### config.mk
export PLATFORM = sky130hd
export DESIGN_NAME = seri2para
export DESIGN_NICKNAME = d
export VERILOG_FILES = /design/src/rtl/seri2para.sv
export SDC_FILE = /design/constraint.sdc
export NUM_CORES = 1
export LEC_CHECK = 0
export BUFFER_PORTS_ARGS = -buffer_cell sky130_fd_sc_hd__buf_4
export CAP_MARGIN = 20
export CORE_ASPECT_RATIO = 1.2
export CORE_UTILIZATION = 60
export CTS_BUF_LIST = sky130_fd_sc_hd__clkbuf_8
export DETAILED_ROUTE_END_ITERATION = 8
export GPL_ROUTABILITY_DRIVEN = 0
export GPL_TIMING_DRIVEN = 1
export PLACE_DENSITY = 0.83
export RECOVER_POWER = 25
export REMOVE_ABC_BUFFERS = 1
export SLEW_MARGIN = 20
export SYNTH_ARGS = -nofsm -noshare
export SYNTH_HDL_FRONTEND = slang
export SYNTH_SLANG_ARGS = --single-unit
### constraint.sdc
create_clock -name clk -period 2.6 [get_ports clk]
set_input_delay 0.52 -clock clk [delete_from_list [all_inputs] [get_ports clk]]
set_output_delay 0.52 -clock clk [all_outputs]
set_load 0.01 [all_outputs]
### src/rtl/seri2para.sv
// Serial-to-parallel packer: collects IN_WIDTH-bit words into groups of up to
// OUT_NUM words, closing early on in_last, and presents each group as one wide word.
module seri2para #(
    parameter int OUT_NUM  = 8,
    parameter int IN_WIDTH = 32
) (
    input  logic                            clk,
    input  logic                            rst,
    input  logic                            in_valid,
    output logic                            in_ready,
    input  logic [IN_WIDTH-1:0]             in,
    input  logic                            in_last,
    output logic                            out_valid,
    input  logic                            out_ready,
    output logic [IN_WIDTH*OUT_NUM-1:0]     out,
    output logic [$clog2(OUT_NUM+1)-1:0]    out_cnt
);

    localparam int CNT_W  = $clog2(OUT_NUM);
    localparam int OCNT_W = $clog2(OUT_NUM + 1);
    localparam int BUF_W  = IN_WIDTH * OUT_NUM;
    localparam logic [CNT_W-1:0] LAST_IDX = CNT_W'(OUT_NUM - 1);

    logic [CNT_W-1:0]  cnt_q, cnt_d;
    logic [BUF_W-1:0]  buf_q, buf_d;
    logic [BUF_W-1:0]  out_q, out_d;
    logic [OCNT_W-1:0] out_cnt_q, out_cnt_d;
    logic              out_valid_q, out_valid_d;

    logic             in_fire;
    logic             out_fire;
    logic             close;
    logic [BUF_W-1:0] merged;

    // Input is blocked only while a completed word sits unaccepted downstream.
    assign in_ready = !(out_valid_q && !out_ready);
    assign in_fire  = in_valid && in_ready;
    assign out_fire = out_valid_q && out_ready;
    assign close    = in_fire && ((cnt_q == LAST_IDX) || in_last);

    // NOTE: every always_comb output gets a default first so no path leaves it
    // unassigned, which would otherwise infer a latch.
    always_comb begin
        merged = buf_q;
        for (int k = 0; k < OUT_NUM; k++) begin
            if (cnt_q == CNT_W'(k)) begin
                merged[k*IN_WIDTH +: IN_WIDTH] = in;
            end
        end
    end

    always_comb begin
        cnt_d       = cnt_q;
        buf_d       = buf_q;
        out_d       = out_q;
        out_cnt_d   = out_cnt_q;
        out_valid_d = out_valid_q;

        if (in_fire) begin
            if (close) begin
                // Buffer is zeroed on close so the slots a short group leaves
                // unfilled read as zero in the next output.
                cnt_d     = '0;
                buf_d     = '0;
                out_d     = merged;
                out_cnt_d = OCNT_W'(cnt_q) + OCNT_W'(1);
            end else begin
                cnt_d = cnt_q + CNT_W'(1);
                buf_d = merged;
            end
        end

        if (close) begin
            out_valid_d = 1'b1;
        end else if (out_fire) begin
            out_valid_d = 1'b0;
        end
    end

    // NOTE: sequential state uses non-blocking assignments so every flop samples
    // pre-edge values regardless of statement order.
    // NOTE: the data registers are reset as well, not just the control bits;
    // the short-group zero fill depends on the collect buffer starting at zero.
    always_ff @(posedge clk) begin
        if (rst) begin
            cnt_q       <= '0;
            buf_q       <= '0;
            out_q       <= '0;
            out_cnt_q   <= '0;
            out_valid_q <= 1'b0;
        end else begin
            cnt_q       <= cnt_d;
            buf_q       <= buf_d;
            out_q       <= out_d;
            out_cnt_q   <= out_cnt_d;
            out_valid_q <= out_valid_d;
        end
    end

    assign out_valid = out_valid_q;
    assign out       = out_q;
    assign out_cnt   = out_cnt_q;

endmodule

==> qor.yml <==
hold_viol: 0
syn_avg_cell_area_sq_um: 10.0
fin_skew_ps: 26.1
clock.fmax_mhz: 399
critical_path_class: "register to register"
io_pins: 299
antenna_cells: 0
synth-xor-area-share: 0
die_y_um: 210
routed_via_density: 6.66
grt_start_max_net_pins: 191
syn2layout_area_growth_pct: 15.9
finalCoreUtilization: 0.709
yosysTopAreaCell: "dfxtp_1"
htree_num_levels: 3
relSlewSlack: 0.399
clk_pin_slew_ps: 70
syn_inst: 2152
synthMuxAreaShare: 0.119
num-fill-cells: 2698
stdcell_count: 2850
critPathLaunchType: "register"
fin_crit_ps: 2510
crit_fanout: 20
ys_seq_area_frac: 0.484
peakVddDrop_mv: 0.495
netlist_area_sq_um: 21500
drc: 0
drive_gt1_frac: 0.149
dp_cells: 2712
reg2reg_to: "buf_q[98]"
num_vias: 19000
tightest_slew_ps: 898
synthSimpleGateAreaFrac: 0.0264
slew_violations: 0
die-area_sq_um: 36600
dp_hpwl_mm: 39.7
seq_area_sq_um: 10400
overflow: 0
ys_top_cells_by_area: "dfxtp_1, mux2i_1, a211oi_1"
fin_area_sq_um: 25000
cts_setup_buffers: 0
endpoint_kind: "register"
cts_buffer_depth: 3
outcome: "finished clean"
yosysWarnings: 0
grt_pass1_vias: 18300
avgRoutedWirePerCell_um: 23.7
powerDensity_nw_per_um2: 681
firstDrtPassIters: 7
netlist.area_leader.share: 0.484
fin_crit_sh: 0.964
rsz0062_at_grt: "false"
io_buffers: 298
worstHoldEndpoint: "buf_q[127]"
cts_buffers: 78
post_synth_num_cell_types: 30
preCtsSetupSlack_ps: 92.6
antenna_found_initial: 1
rrSetupSlack_ps: 90
synth_compound_area_frac: 0.273
reg2regPathDepth: 7
cts_tree: "yes"
critPathRequiredTime_ps: 3070
fin_ws_ps: 93.9
setup_viol: 0
initial_core_util: 0.612
hp-start: "in[31]"
synth_fa_ha_area_frac: 0.00349
placed_cell_area_sq_um: 24100
clk_latency_ps: 620
arrival_ps: 2970
grt_first_pass_wirelength_mm: 102
reg2reg_from: "cnt_q[0]"
hold-path-cell-count: 3
hold_class: "primary input to register"
drt_iter0_drc: 1834
yosys_register_bits: 520
drv_cap: 0
cts-root-buf: "clkbuf_8"
grt_usage: 0.353
cts.sinks: 520
row_count: 75
routed_wl_mm: 67.5
synth_top_family_by_area: "compound AO/OA/AOI/OAI gates"
multiInputGateArea_sq_um: 9160
ant_nets: 0
core_sq_um: 35200
fin_nets: 2375
chipWidth_um: 175
setup_tns_ps: 0
p_leak_nw: 8.34
## critical path, cell delays in order (launching register included)
cell and delay (ps):
dfxtp_1 410, ha_1 210, ha_2 240, nor2_1 100
buf_4 210, a211oi_4 790, buf_12 270, o32ai_1 100
## cells in the mapped netlist
library cell    n
or2_1           1
o32ai_2        30
buf_1          15
nand3_1         2
inv_2           1
clkbuf_1      215
nor2_1          2
nor3_1          1
o32ai_1       194
o211a_1         3
ha_1            6
a31oi_1       258
nor2b_1         4
o211a_2         2
mux2i_1       255
o31ai_1         3
nand2b_1       33
nand4_1        10
inv_1         228
dfxtp_1       520
and2_1         34
o21ai_0         3
buf_6           4
nand2_1         3
a211oi_1      257
buf_2          56
a311oi_1        1
a211oi_2        1
a21oi_1         7
or4_1           3
## sequential cells by signal, indices dropped and copies added, names as in the netlist
signal,flops
out_valid,1
buf_q,256
out_cnt,4
out,256
cnt_q,3
## what timing repair did
item                                    4_1_cts  5_1_grt
hold buffers                                  0        0
endpoints found under the setup margin        0      140
resized for setup                             0        8
hold endpoints to repair                      0        0
## area by class of cell
class,instances,share of cell area
inverters,229,0.0347
repair buffers,390,0.0962
multi-input cells,1113,0.367
clock buffers,95,0.0524
well taps,462,0.0232
flip-flops and latches,520,0.417
clock inverters,41,0.00947
## cells by family after synthesis
logic type                 count (synthesis)
adders and majority gates                  6
and+or+nand+nor                           93
buffers and inverters                    519
AOI/OAI and AO/OA                        759
muxes                                    255
DFF                                      520
## placed cells by master (no fill, tap or decap), types with 4 or more instances in the layout
| cell type | count |
|---|---|
| mux2i_1 | 255 |
| buf_12 | 13 |
| buf_4 | 176 |
| o32ai_2 | 30 |
| ha_1 | 4 |
| a211oi_1 | 256 |
| a21oi_1 | 7 |
| inv_1 | 253 |
| clkinv_2 | 9 |
| and2_1 | 32 |
| a31oi_1 | 257 |
| dfxtp_1 | 520 |
| o32ai_1 | 194 |
| nand2b_1 | 33 |
| clkbuf_1 | 195 |
| clkinvlp_4 | 5 |
| nand4_1 | 10 |
| o211a_2 | 5 |
| clkbuf_8 | 96 |
## through the flow
step	power [mW]	hold WS, ps
finish	17.0	280
global route	17.5	299
global placement	10.5	441
detailed placement	10.6	443
floorplan	9.49	429
CTS	17.1	251
## worst max path at each step
stage,from,endpoint,slack [ps],cells after the start
6_report,cnt_q[0],buf_q[98],90,7
5_1_grt,cnt_q[0],buf_q[98],20,7
4_1_cts,cnt_q[0],out[178],80,7
3_5_place_dp,cnt_q[0],out[178],90,7
3_3_place_gp,cnt_q[0],buf_q[201],250,6
2_1_floorplan,cnt_q[0],out[127],-13760,5
## where the power goes
| group | leakage, nW | switching, mW | internal, mW |
|---|---|---|---|
| logic | 3.22 | 1.22 | 0.652 |
| clock network | 0.880 | 3.15 | 3.50 |
| registers | 4.23 | 0.200 | 8.26 |
## layer usage
layer | global-route usage | routed length, um
met5 | 0 | 13
met4 | 0.215 | 3840
met3 | 0.0705 | 6500
met2 | 0.554 | 31400
met1 | 0.446 | 25800
Note: power is estimated with default switching activity, not from simulation.
